### src/rtl/qam_meas_pkg.sv
// Shared types and helpers for the QAM receive-path measurement blocks.
package qam_meas_pkg;

   typedef enum logic [1:0] {IDLE, RUN, DRAIN, DONE} ber_state_t;

   // Popcount of a w-bit word needs one extra bit so that an all-ones word (value w) fits.
   function automatic int popw(input int w);
      return $clog2(w) + 1;
   endfunction

endpackage

### src/rtl/ber_popcount.sv
// Combinational count of set bits in one word; output wide enough to hold W.
module ber_popcount
   import qam_meas_pkg::*;
#(
   parameter int W = 32
) (
   input  logic [W-1:0]       word_i,
   output logic [popw(W)-1:0] ones_o
);

   localparam int PW = popw(W);

   always_comb begin
      ones_o = '0;
      for (int i = 0; i < W; i++) begin
         ones_o = ones_o + PW'(word_i[i]);
      end
   end

endmodule

### src/rtl/ber_err_counter.sv
// Bit-error-rate window controller: XOR -> popcount -> saturating accumulate, 3-edge pipeline.
// Accepts words only in RUN; done pulses once both pipeline stages have drained.
module ber_err_counter
   import qam_meas_pkg::*;
#(
   parameter int W     = 32,
   parameter int LEN_W = 16,
   parameter int ACC_W = 32
) (
   input  logic             clk,
   input  logic             rst_n,
   input  logic             start,
   input  logic             abort,
   input  logic [LEN_W-1:0] window_len,
   input  logic             in_valid,
   output logic             in_ready,
   input  logic [W-1:0]     rx_word,
   input  logic [W-1:0]     ref_word,
   output logic             busy,
   output logic             done,
   output logic [ACC_W-1:0] err_count,
   output logic [LEN_W-1:0] word_count,
   output logic             overflow
);

   localparam int PW = popw(W);

   ber_state_t       state_q;
   logic [LEN_W-1:0] len_q;
   logic [LEN_W-1:0] wc_q;
   logic [ACC_W-1:0] err_q;
   logic             ovf_q;
   logic             done_q;
   logic             in_ready_q;
   logic             busy_q;
   logic             s1_vld_q;
   logic [W-1:0]     s1_dat_q;
   logic             s2_vld_q;
   logic [PW-1:0]    s2_dat_q;

   logic             accept;
   logic [PW-1:0]    pop_w;
   logic [ACC_W:0]   sum_d;
   logic [ACC_W-1:0] err_d;
   logic             sat_d;
   logic [LEN_W-1:0] wc_d;

   ber_popcount #(.W(W)) u_pop (
      .word_i (s1_dat_q),
      .ones_o (pop_w)
   );

   assign accept = in_valid & in_ready_q;

   // Extra carry bit detects an add that would pass the ceiling.
   always_comb begin
      sum_d = {1'b0, err_q} + (ACC_W+1)'(s2_dat_q);
      sat_d = sum_d[ACC_W];
      err_d = sat_d ? '1 : sum_d[ACC_W-1:0];
      wc_d  = wc_q + 1'b1;
   end

   always_ff @(posedge clk or negedge rst_n) begin
      if (!rst_n) begin
         state_q    <= IDLE;
         len_q      <= '0;
         wc_q       <= '0;
         err_q      <= '0;
         ovf_q      <= 1'b0;
         done_q     <= 1'b0;
         in_ready_q <= 1'b0;
         busy_q     <= 1'b0;
         s1_vld_q   <= 1'b0;
         s1_dat_q   <= '0;
         s2_vld_q   <= 1'b0;
         s2_dat_q   <= '0;
      end else begin
         done_q   <= 1'b0;
         s1_vld_q <= accept;
         s2_vld_q <= s1_vld_q;
         if (accept)   s1_dat_q <= rx_word ^ ref_word;
         if (s1_vld_q) s2_dat_q <= pop_w;
         if (accept)   wc_q     <= wc_d;
         if (s2_vld_q) begin
            err_q <= err_d;
            if (sat_d) ovf_q <= 1'b1;
         end

         if (abort && busy_q) begin
            // Drop in-flight words; counts keep whatever had already landed.
            state_q    <= IDLE;
            in_ready_q <= 1'b0;
            busy_q     <= 1'b0;
            s1_vld_q   <= 1'b0;
            s2_vld_q   <= 1'b0;
            err_q      <= err_q;
            ovf_q      <= ovf_q;
         end else begin
            case (state_q)
               IDLE, DONE: begin
                  if (start && !abort) begin
                     len_q <= window_len;
                     wc_q  <= '0;
                     err_q <= '0;
                     ovf_q <= 1'b0;
                     if (window_len == '0) begin
                        state_q <= DONE;
                        done_q  <= 1'b1;
                     end else begin
                        state_q    <= RUN;
                        in_ready_q <= 1'b1;
                        busy_q     <= 1'b1;
                     end
                  end
               end
               RUN: begin
                  if (accept && wc_d == len_q) begin
                     state_q    <= DRAIN;
                     in_ready_q <= 1'b0;
                  end
               end
               DRAIN: begin
                  if (!s1_vld_q && !s2_vld_q) begin
                     state_q <= DONE;
                     done_q  <= 1'b1;
                     busy_q  <= 1'b0;
                  end
               end
               default: state_q <= IDLE;
            endcase
         end
      end
   end

   assign in_ready   = in_ready_q;
   assign busy       = busy_q;
   assign done       = done_q;
   assign err_count  = err_q;
   assign word_count = wc_q;
   assign overflow   = ovf_q;

endmodule

### config.mk
export PLATFORM = sky130hd
export DESIGN_NAME = ber_err_counter
export DESIGN_NICKNAME = d
export VERILOG_FILES = /design/src/rtl/qam_meas_pkg.sv /design/src/rtl/ber_popcount.sv /design/src/rtl/ber_err_counter.sv
export SDC_FILE = /design/constraint.sdc
export NUM_CORES = 1
export LEC_CHECK = 0
export CAP_MARGIN = 20
export CORE_MARGIN = 2
export CORE_UTILIZATION = 35
export DETAILED_ROUTE_END_ITERATION = 16
export PLACE_DENSITY = 0.62
export SYNTH_ARGS = -nofsm -noshare
export SYNTH_HDL_FRONTEND = slang
export SYNTH_HIERARCHICAL = 1
export SYNTH_SLANG_ARGS = --single-unit
### constraint.sdc
create_clock -name clk -period 6.15 [get_ports clk]
set_input_delay 1.23 -clock clk [delete_from_list [all_inputs] [get_ports clk]]
set_output_delay 1.23 -clock clk [all_outputs]
set_load 0.02 [all_outputs]
* Yosys cells after proc, flatten, opt, wreduce, memory -nomap -nowiden
Cells that the tools add are included.
** Word-level totals
- Input bits :: 85
- Logic and storage cells :: 105
- Flip-flop bits (word level) :: 110
- Output and inout port bits :: 52
** Cells by class
- Bitwise logic cells :: 3
- Equal/unequal tests :: 8
- Add/sub/neg operators :: 33
- Muxes and demuxes :: 33
- Reduce and logical (&&, ||, !) cells :: 16
** Operators with widths (number)
- 6-bit by 1-bit adder with 6-bit output :: 30
- 32-bit two-way mux :: 4
- 16-bit two-way mux :: 4
- 32-bit by 6-bit adder with 33-bit output :: 1
- 32-bit XOR :: 1
- 16-bit by 1-bit adder with 16-bit output, second input constant :: 1
- 16-bit equality test :: 1
- 16-bit zero test :: 1
- 1-bit two-way mux :: 16
- 3-bit != test, second input constant :: 4
- 2-bit two-way mux :: 5
- 4-bit AND reduction :: 2
- 1-bit case mux with 2 select lines :: 3
- 2-bit case mux with 3 select lines :: 1
- 3-bit AND reduction :: 2
- 3-bit nonzero test :: 2
- 2-bit equality test, second input constant :: 2
- 1-bit logical AND :: 4
- 1-bit zero test :: 3
- 1-bit by 1-bit adder with 2-bit output :: 1
- 2-bit by 1-bit equality test with 1-bit output, second input constant :: 1
- 2-bit zero test :: 1
- 2-bit OR reduction :: 1
- 1-bit bitwise AND :: 1
- 1-bit inverter :: 1

* Logic depth before layout (Yosys ltp)
Gate-level depths: netlist (run 1).
- Word-level depth :: 31
- Gate-level depth with buffers :: 17
- Depth with buffers taken out :: 17

* Hierarchy
The synthesis (run 1) kept the hierarchy.
** By module, submodules not included
- ber_err_counter :: instances 1, seq. area each 2752.6 µm², cells each 626, area an instance 5804.3 µm²
- ber_popcount :: instances 1, seq. area each 0.0 µm², cells each 73, area an instance 758.2 µm²

* Worst setup path after synthesis (run 1)
OpenSTA, ideal clock, no wires.
- Path kind :: reg2reg
- From :: register s1_dat_q[0]
- To :: register s2_dat_q[4]
- Setup time :: 0.125 ns
- Data arrival time :: 4.572 ns
- Required time :: 6.025 ns
- Clock period less this slack :: 4.696 ns
- Setup slack :: 1.454 ns
- Buffers on the path :: 0
- Stages on the path, launching flop included :: 18
- Path through :: dfrtp_1 -> inv_1 -> fa_1 -> inv_1 -> fa_1 -> fa_1 -> fa_1 -> fa_1 -> inv_1 -> fa_1 -> inv_1 -> ha_1 -> inv_1 -> fa_1 -> nand2b_1 -> a21oi_2 -> xor2_1 -> mux2_2
** On the way
- Word-level cells in the longest chain between the ends :: 31
** Ends and longest elaborated chain
- start, declared :: RTL line ber_err_counter.sv:37 : logic [W-1:0] s1_dat_q;
- start signal, assigned :: RTL line ber_err_counter.sv:81 : if (accept) s1_dat_q <= rx_word ^ ref_word;
- 1-bit by 1-bit adder with 2-bit output :: RTL line ber_popcount.sv:16 : ones_o = ones_o + PW'(word_i[i]);
- 6-bit by 1-bit adder with 6-bit output (30 in a row) :: RTL line ber_popcount.sv:16
- net pop_w[4] :: RTL line ber_err_counter.sv:42 : logic [PW-1:0] pop_w;
- end signal, assigned :: RTL line ber_err_counter.sv:82 : if (s1_vld_q) s2_dat_q <= pop_w;
- end, declared :: RTL line ber_err_counter.sv:39 : logic [PW-1:0] s2_dat_q;
The timed path passes the listed nets, and every way through them passes these cells.
A chain may end at the register's enable or synchronous reset.

* Worst setup path in the final report (run 1)
Same ends and word-level chain as after synthesis.

==> results of run 1 <==
==> final cells by class <==
type | instances | share of cell area [%]
multi-input cells | 518 | 41.99
flip-flops and latches | 110 | 32.71
repair buffers | 140 | 16.51
well taps | 234 | 3.480
clock buffers | 10 | 2.840
inverters | 43 | 1.918
clock inverters | 6 | 0.5502
==> registers in the layout, indices dropped and copies added, names as in the netlist <==
name and count:
state_q 2, s1_vld_q 1, done 1, in_ready 1
busy 1, overflow 1, s2_vld_q 1, s1_dat_q 32
s2_dat_q 6, len_q 16, err_count 32, word_count 16
==> final timing paths <==
| path | start | end | slack (ns) | depth (start not counted) |
|---|---|---|---|---|
| max | s1_dat_q[0]$_DFFE_PN0P_ | s2_dat_q[4]$_DFFE_PN0P_ | 1.30 | 17 |
| min | s1_dat_q[3]$_DFFE_PN0P_ | s1_dat_q[3]$_DFFE_PN0P_ | 0.49 | 2 |
| max reg2reg | s1_dat_q[0]$_DFFE_PN0P_ | s2_dat_q[4]$_DFFE_PN0P_ | 1.30 | 17 |
| min reg2reg | s1_dat_q[3]$_DFFE_PN0P_ | s1_dat_q[3]$_DFFE_PN0P_ | 0.49 | 2 |
| max in group asynchronous | rst_n | err_count[21]$_DFFE_PN0N_ | 4.05 | 2 |
| min in group asynchronous | rst_n | word_count[3]$_DFF_PN0_ | 0.97 | 1 |
==> stage by stage <==
stage | setup WS (ns) | instances | area, um2
after floorplan | 1.454 | 699 | 6563
after global placement | 1.282 | 1045 | 8129
after detailed placement | 1.272 | 1045 | 8129
after CTS | 1.262 | 1061 | 8414
after global routing | 1.018 | 1061 | 8414
final | 1.304 | 1061 | 8414
==> metal layers <==
metal | wire [um] | vias up | global-route usage, %
met4 | 140 | 0 | 4.421
met1 | 7422 | 2564 | 22.87
met3 | 698 | 8 | 3.363
met2 | 7710 | 110 | 28.09
li1 | - | 2626 | -
met5 | 0 | - | 0
==> cell families after synthesis <==
logic type | after synthesis | share of synthesized area (%)
and+or+nand+nor | 269 | 19.98
AOI/OAI and AO/OA | 122 | 11.17
adders and majority gates | 43 | 11.02
DFF | 110 | 41.94
xor gates and xnor gates | 73 | 9.743
buffers and inverters | 71 | 4.328
muxes | 11 | 1.811
==> synthesized netlist by cell type, drive strengths merged, types with 2 or more instances <==
library cell and number:
o21ai 52, nand4 9, a21o 5, a21oi 33
nand2 108, o21bai 2, mux2 7, nand3 18
a211oi 4, nor2b 2, fa 25, ha 17
inv 43, a311oi 4, nand2b 3, and4 9
o41ai 2, buf 5, or3 2, a31oi 9
clkbuf 23, xor2 17, mux2i 4, xnor2 56
dfrtp 110, nor4 10, and3 21, o211a 2
nor2 44, and2 10, nor3 27
==> worst min-delay path, delay by kind of cell (launching register included) <==
family	cells	cell delay, ns
simple gates	1	0.05
compound gates	1	0.06
flops	1	0.34
==> run_results.csv, run 1 <==
group,metric,value,unit
run_status,outcome,"completed",
finish,drive_gt1_share,4.716,%
timing,skew,0.008032,ns
global_route,grt_remaining_overflow,0,
timing,finalCriticalPeriod,4.846,ns
clock_network,cts_hold_buf,0,
timing,rsz0062_at_grt,"no",
critical_path,crit_slowest_cell,"fa_1",
critical_path,crit_required,6.40,ns
floorplanning,start_util,35.32,%
drt,dr.pass1.iters,5,
finish,final_nets,949,
logic_synthesis,ys_ff_latch,110,
logic_synthesis,synth_top_area_share,41.94,%
clock_network,cts_resized,0,
global_route,grtUsageTotal,16.95,%
clock_network,worstSkewPairLatency,0.36,ns
critical_path,crit_path_frequent_cell,"fa_1",
logic_synthesis,synth-async-reset-ratio,100.0,%
global_route,first_global_vias,5299,
finish,regArea,2753,um2
timing,whs,0.4850,ns
clock_network,clk_pin_slew,0.08,ns
finish,filler_cell_count,1758,
timing,max_freq,0.2064,GHz
timing,hold_violations,0,
critical_path,crit_chain,"inv_1, fa_1, inv_1, fa_1, fa_1, fa_1, fa_1, inv_1, fa_1, inv_1, ha_1, inv_1, fa_1, nand2b_1, a21oi_2, xor2_1, mux2_2",
timing,setup_tns,0,ns
drt,drt-initial-drc-count,275,
timing,period_share,78.80,%
global_route,antenna_found_initial,0,
run,drv_cap,0,
hold_path,hp-class,"register to register",
floorplanning,dieArea,19860,um2
logic_synthesis,ys_seq_area_share,41.94,%
finish,postLayoutCoreUtil,45.29,%
timing,relSlewSlack,32.16,%
critical_path,worstSetupPathType,"register to register",
floorplanning,die_w,140.9,um
placement,gp_routability_congestion,0.8303,
global_route,grt_pass1_wl,26.79,mm
finish,multiInputGateArea,3533,um2
critical_path,worst-path-buf-inv,5,
clock_network,h-tree-depth,3,
logic_synthesis,synth-edff-count,0,
drt,wl_per_cell,15.05,um
critical_path,slowest_delay,0.56,ns
critical_path,crit_path_start_kind,"register",
logic_synthesis,synth.distinct_cells,59,
floorplanning,die_h,140.9,um
placement,dpl.hpwl,11.73,mm
drt,ant_nets,0,
logic_synthesis,synth_area_leaders,"dfrtp_1 (42%), fa_1 (7.6%), xnor2_1 (7.5%), nand2_1 (6.2%), o21ai_0 (4.0%)",
finish,insertedDiodeCount,0,
drt,num_vias,5308,
clock_network,cts_buffers,9,
logic_synthesis,synth_top_cell_by_area,"dfrtp_1",
logic_synthesis,post_synth.cell_area_avg,9.388,um2
drt,vias_per_cell,5.003,
clock_network,cts_sinks,110,
clock_network,cts-root-buf,"clkbuf_16",
floorplanning,ioPinCount,137,
finish,mostFrequentLayoutCell,"clkdlybuf4s50_1",
clock_network,clockBufferDepth,2,
global_route,grt_max_degree,74,
critical_path,cp_top_family,"adder cells",
critical_path,endpoint_kind,"register",
placement,io_buffers,136,
logic_synthesis,syn_inst,699,
timing,slew_violations,0,
floorplanning,placeableCoreArea,18580,um2
timing,setup_viol,0,
clock_network,tritoncts,"built",
critical_path,crit_arrival,5.10,ns
finish,layout_common_cells,"clkdlybuf4s50_1 (135), dfrtp_1 (110), nand2_1 (107), xnor2_1 (56), o21ai_0 (52)",
critical_path,cp_max_fo,2,
timing,worst_slew_pin_slew,1.015,ns
logic_synthesis,netlist_area,6563,um2
clock_network,post_cts_buffers,0,
logic_synthesis,yosysWarnings,6,
floorplanning,rows,50,
logic_synthesis,syn-num-nets,826,
finish,area_delta_synth_final,28.22,%
drt,wl,15.97,mm
drt,route.detailed.drc,0,
logic_synthesis,synthFlopType,"dfrtp_1",
Power of run 1 is not shown: default switching activity piles up to over one toggle a cycle in this logic, so the estimate is an artifact.
==> inputs of run 2 (changes only) <==
--- a/config.mk
+++ b/config.mk
@@ -9,7 +9,7 @@
 export CORE_MARGIN = 2
 export CORE_UTILIZATION = 35
 export DETAILED_ROUTE_END_ITERATION = 16
-export PLACE_DENSITY = 0.62
+export PLACE_DENSITY = 0.65
 export SYNTH_ARGS = -nofsm -noshare
 export SYNTH_HDL_FRONTEND = slang
 export SYNTH_HIERARCHICAL = 1
==> constraint.sdc (replaced) <==
create_clock -name clk -period 4 [get_ports clk]
set_input_delay 0.8 -clock clk [delete_from_list [all_inputs] [get_ports clk]]
set_output_delay 0.8 -clock clk [all_outputs]
set_load 0.02 [all_outputs]
==> run_results.csv, run 2 (synthesis gave the netlist of run 1 again) <==
group,metric,value,unit
clock_network,tritoncts,"built",
timing,fin_ws,-0.7329,ns
floorplanning,rows,50,
run,drv_cap,0,
placement,io_buffers,136,
global_route,grt_remaining_overflow,0,
timing,rsz0062_at_grt,"yes",
global_route,grtUsageTotal,16.80,%
drt,ant_nets,0,
finish,area_delta_synth_final,30.20,%
timing,relSlewSlack,53.85,%
drt,vias_per_cell,5.009,
clock_network,clk_pin_slew,0.07,ns
critical_path,crit_path_start_kind,"register",
clock_network,clockBufferDepth,2,
global_route,grt_max_degree,74,
drt,route.detailed.drc,0,
placement,dpl.hpwl,11.67,mm
drt,top_layer_used,"met4",
clock_network,worstSkewPairLatency,0.36,ns
floorplanning,start_util,35.32,%
timing,finalCriticalPeriod,4.733,ns
hold_path,hp-class,"input port to async pin",
critical_path,crit_path_frequent_cell,"fa_2",
drt,dr.pass1.iters,5,
critical_path,reg2reg_from,"s1_dat_q[25]$_DFFE_PN0P_",
critical_path,r2r_setup_slack,-0.73,ns
timing,skew,0.007283,ns
critical_path,cp_max_fo,2,
critical_path,cp_top_family,"adder cells",
global_route,first_global_vias,5378,
timing,hold_violations,0,
drt,num_vias,5365,
finish,filler_cell_count,1788,
clock_network,cts-root-buf,"clkbuf_16",
placement,gp_routability_congestion,0.8388,
clock_network,h-tree-depth,3,
clock_network,cts_hold_buf,0,
drt,drt-initial-drc-count,281,
critical_path,r2r-end,"s2_dat_q[2]$_DFFE_PN0P_",
critical_path,critPathLaunch,"s1_dat_q[25]$_DFFE_PN0P_",
drt,wl_met3,765,um
timing,worst_slew_pin_slew,0.6866,ns
critical_path,worst-path-buf-inv,5,
critical_path,endpoint_kind,"register",
finish,layout_common_cells,"clkdlybuf4s50_1 (135), dfrtp_1 (110), nand2_1 (107), xnor2_1 (56), o21ai_0 (51)",
timing,slew_violations,0,
clock_network,cts_sinks,110,
timing,period_share,118.3,%
floorplanning,dieArea,19860,um2
critical_path,crit_chain,"fa_1, fa_2, fa_2, fa_2, fa_1, inv_1, fa_1, inv_2, ha_4, inv_2, fa_2, buf_4, buf_6, xnor2_1, mux2_2",
global_route,antenna_found_initial,0,
critical_path,crit_required,4.25,ns
placement,place_ws,-0.7534,ns
critical_path,worstSetupPathType,"register to register",
floorplanning,placeableCoreArea,18580,um2
finish,final_nets,961,
clock_network,cts_buffers,9,
timing,max_freq,0.2113,GHz
run_status,outcome,"complete, but fails checks",
timing,setup_viol,6,
critical_path,crit_arrival,4.98,ns
critical_path,reg2regPathDepth,15,
finish,drive_gt1_share,7.407,%
global_route,grt_pass1_wl,26.79,mm
finish,insertedDiodeCount,0,
critical_path,slowest_delay,0.58,ns
floorplanning,die_w,140.9,um
critical_path,crit_slowest_cell,"fa_1",
floorplanning,die_h,140.9,um
run_status,violations,"setup timing",
drt,wl_met1,7.406,mm
drt,met2WireLength,7.303,mm
drt,wl_per_cell,14.69,um
floorplanning,ioPinCount,137,
finish,mostFrequentLayoutCell,"clkdlybuf4s50_1",
drt,wl,15.74,mm
-- run 2: worst max-delay path by stage --
stage	to	slack [ns]	cells after the start
final	s2_dat_q[2]$_DFFE_PN0P_	-0.73	15
after floorplan	s2_dat_q[4]$_DFFE_PN0P_	-0.60	17
after global routing	s2_dat_q[4]$_DFFE_PN0P_	-0.88	15
after detailed placement	s2_dat_q[4]$_DFFE_PN0P_	-0.75	17
after global placement	s2_dat_q[4]$_DFFE_PN0P_	-0.72	17
after CTS	s2_dat_q[4]$_DFFE_PN0P_	-0.74	15
-- run 2: metal layers --
layer,vias up,track usage [%]
met5,-,0
met4,0,5.526
met3,17,3.329
li1,2646,-
met1,2544,22.82
met2,158,27.09
-- run 2: cell type report --
| type | count | area (um2) | share of cell area (%) |
|---|---|---|---|
| sequential | 110 | 2753 | 32.22 |
| timing repair buffer | 152 | 1483 | 17.35 |
| tap | 234 | 292.8 | 3.427 |
| clock buffer | 13 | 270.3 | 3.163 |
| multi-input combinational | 518 | 3580 | 41.89 |
| clock inverter | 1 | 5.005 | 0.05857 |
| inverter | 43 | 161.4 | 1.889 |
-- run 2: per-stage QoR --
stage / setup TNS (ns) / area [um2] / hold WS (ns) / instances / util [%]
finish: -3.384 / 8544 / 0.4581 / 1071 / 45.99
floorplan: -2.509 / 6574 / 0.4498 / 699 / -
detailed placement: -3.553 / 8200 / 0.4802 / 1053 / 44.13
global placement: -3.335 / 8200 / 0.4669 / 1053 / 44.13
global route: -4.253 / 8544 / 0.5147 / 1071 / 45.99
CTS: -3.576 / 8522 / 0.4933 / 1069 / 45.87
-- run 2: what timing repair did --
item | 4_1_cts | 5_1_grt
endpoints found under the setup margin | 6 | 6
resized for setup | 10 | 6
setup buffers | 2 | 2
pin swaps | 1 | 10
Power of run 2 is left out for the same reason.
==> variant: new RTL, settings of run 2 <==
Encoding of `ber_state_t`: now Gray code (2 bits for 4 states).
--- a/src/rtl/qam_meas_pkg.sv
+++ b/src/rtl/qam_meas_pkg.sv
@@ -2,5 +2,5 @@
 package qam_meas_pkg;
 
-   typedef enum logic [1:0] {IDLE, RUN, DRAIN, DONE} ber_state_t;
+   typedef enum logic [1:0] {IDLE = 2'b00, RUN = 2'b01, DRAIN = 2'b11, DONE = 2'b10} ber_state_t;
 
    // Popcount of a w-bit word needs one extra bit so that an all-ones word (value w) fits.
Behaviour: same outputs for any inputs over 4 cycles, from zero or initial values and one cycle with rst_n low; so few cycles prove little.
==> variant against run 2 <==
The flow still finishes with violations (negative setup slack). Critical endpoint is now s2_dat_q[4]. Area after synthesis is 0.34% higher. Sequential cell count stayed put. Worst hold slack better by 33 ps. Worst setup slack worse by 18 ps. Design area is 0.31% higher. Routed wire length is 4.3% higher. Highest routed layer unchanged.
Power is not shown: default switching activity piles up to over one toggle a cycle in this logic, so the estimate is an artifact.
==> variant: results (changes against run 2) <==
status=complete, but fails checks; failing checks=negative setup slack; top post-synthesis cells by area=dfrtp_1, fa_1, xnor2_1; Hold Crit Start=s1_dat_q[4]; HPWL Detailed=12220 um (+4.7%); # fillers=1790 (+0.11%); total track usage=0.1734 (+0.005395); Clock Latency Late Sink=350 ps; total CTS buffers=9 (unchanged); Synth Flop Type=dfrtp_1; Clock Skews=6.661 ps (-0.6226 ps); global-route wire length before repair=27750 um (+3.6%); crit path from=s1_dat_q[27]; CTS max path bufs=2 (unchanged); Slew HR=0.4758 (-0.06264); WHS Endpoint=s1_dat_q[4]; synth cell count leaders=nand2_1, dfrtp_1, o21ai_0, xnor2_1, nor2_1; Distinct cells, synth=59 (unchanged); Post-Place Setup Slack=-781.3 ps (-27.87 ps); number of global-route vias before repair=5399 (+0.39%); n_diodes=0 (unchanged); Async S/R FF share, synth=1.000 (unchanged); CP max stage delay=slightly below 600 ps; final worst slack=-751.4 ps (-18.48 ps); Min Hold Slack=490.7 ps (+32.64 ps); crit path max fanout=2 (unchanged); reg2reg path depth=15 (unchanged); Setup TNS=-3367 ps (+17.05 ps); initial DRC count=300 (+6.8%); hold depth=2; Warnings, synthesis=6 (unchanged); Nets=963 (+0.21%); routed len/inst=15.23 um (+3.6%); TritonRoute pass-1 iters=4 (-1); pin count of the biggest net entering global routing=76 (+2.7%); Placer Congestion=0.8323 (-0.77%); CTS tree=done; sequential area share after synthesis=0.4180 (-0.001435); syn_nets=835 (+1.1%); layout cell share with drive strength beyond 1=0.07820 (+0.004125); final setup vio count=6 (unchanged); hold crit path type=flop to flop; PortBufs=136 (unchanged); crit path DAT=4990 ps (about the same); slowest CP cell=fa_1; CP top delay family=adder cells; root buffer cell=clkbuf_16; initial antenna violation count=0 (unchanged); H-Tree Level Count=3 (unchanged); Worst Path Class, Setup=flop to flop; clock slew at the register clock pins of the worst setup and hold paths=70 ps (about the same); vias post-DR=5483 (+2.2%); RR Endpoint=s2_dat_q[4]
## variant: per-layer routing
| metal | GRT usage | vias to the layer above | routed length, um |
|---|---|---|---|
| met1 | 0.2358 | 2644 | 7565 |
| li1 | - | 2692 | - |
| met2 | 0.2833 | 133 | 7751 |
| met4 | 0.04368 | 0 | 204 |
| met5 | 0 | - | 0 |
| met3 | 0.03702 | 14 | 892 |
## variant: cells by family (layout without fill, tap and decap cells)
kind of cell	after synthesis	after routing	synth area share
xor gates and xnor gates	73	73	0.09709
adders and majority gates	39	39	0.1026
and+or+nand+nor	266	266	0.1919
DFF	110	110	0.4180
buffers and inverters	71	204	0.04256
muxes	9	9	0.01482
AOI/OAI and AO/OA	143	143	0.1330
## variant: repair_timing
action / in CTS / in global routing
gates resized for setup: 14 / 7
endpoints found under the setup margin: 6 / 6
pin swaps: 13 / 3
buffers inserted: 1 / 1
## variant: layout make-up
type	instances	area [sq um]	area share
Multi-Input combinational cell	530	3626	0.4231
Sequential cell	110	2753	0.3212
Timing Repair Buffer	150	1480	0.1727
Tap cell	234	292.8	0.03416
Clock buffer	9	225.2	0.02628
Inverter	38	142.6	0.01664
Clock inverter	7	51.30	0.005985
## variant: per-stage QoR
step	cell area, sq um	utilization	std cells
after CTS	8541	0.4597	1077
after detailed placement	8218	0.4423	1060
after floorplan	6596	-	711
final	8571	0.4613	1078
after global routing	8571	0.4613	1078
after global placement	8218	0.4423	1060
## variant: worst min-delay path, stage by stage, from the launching register on
cell and delay, ps:
dfrtp_1 350, nand2_1 50, o21ai_0 60
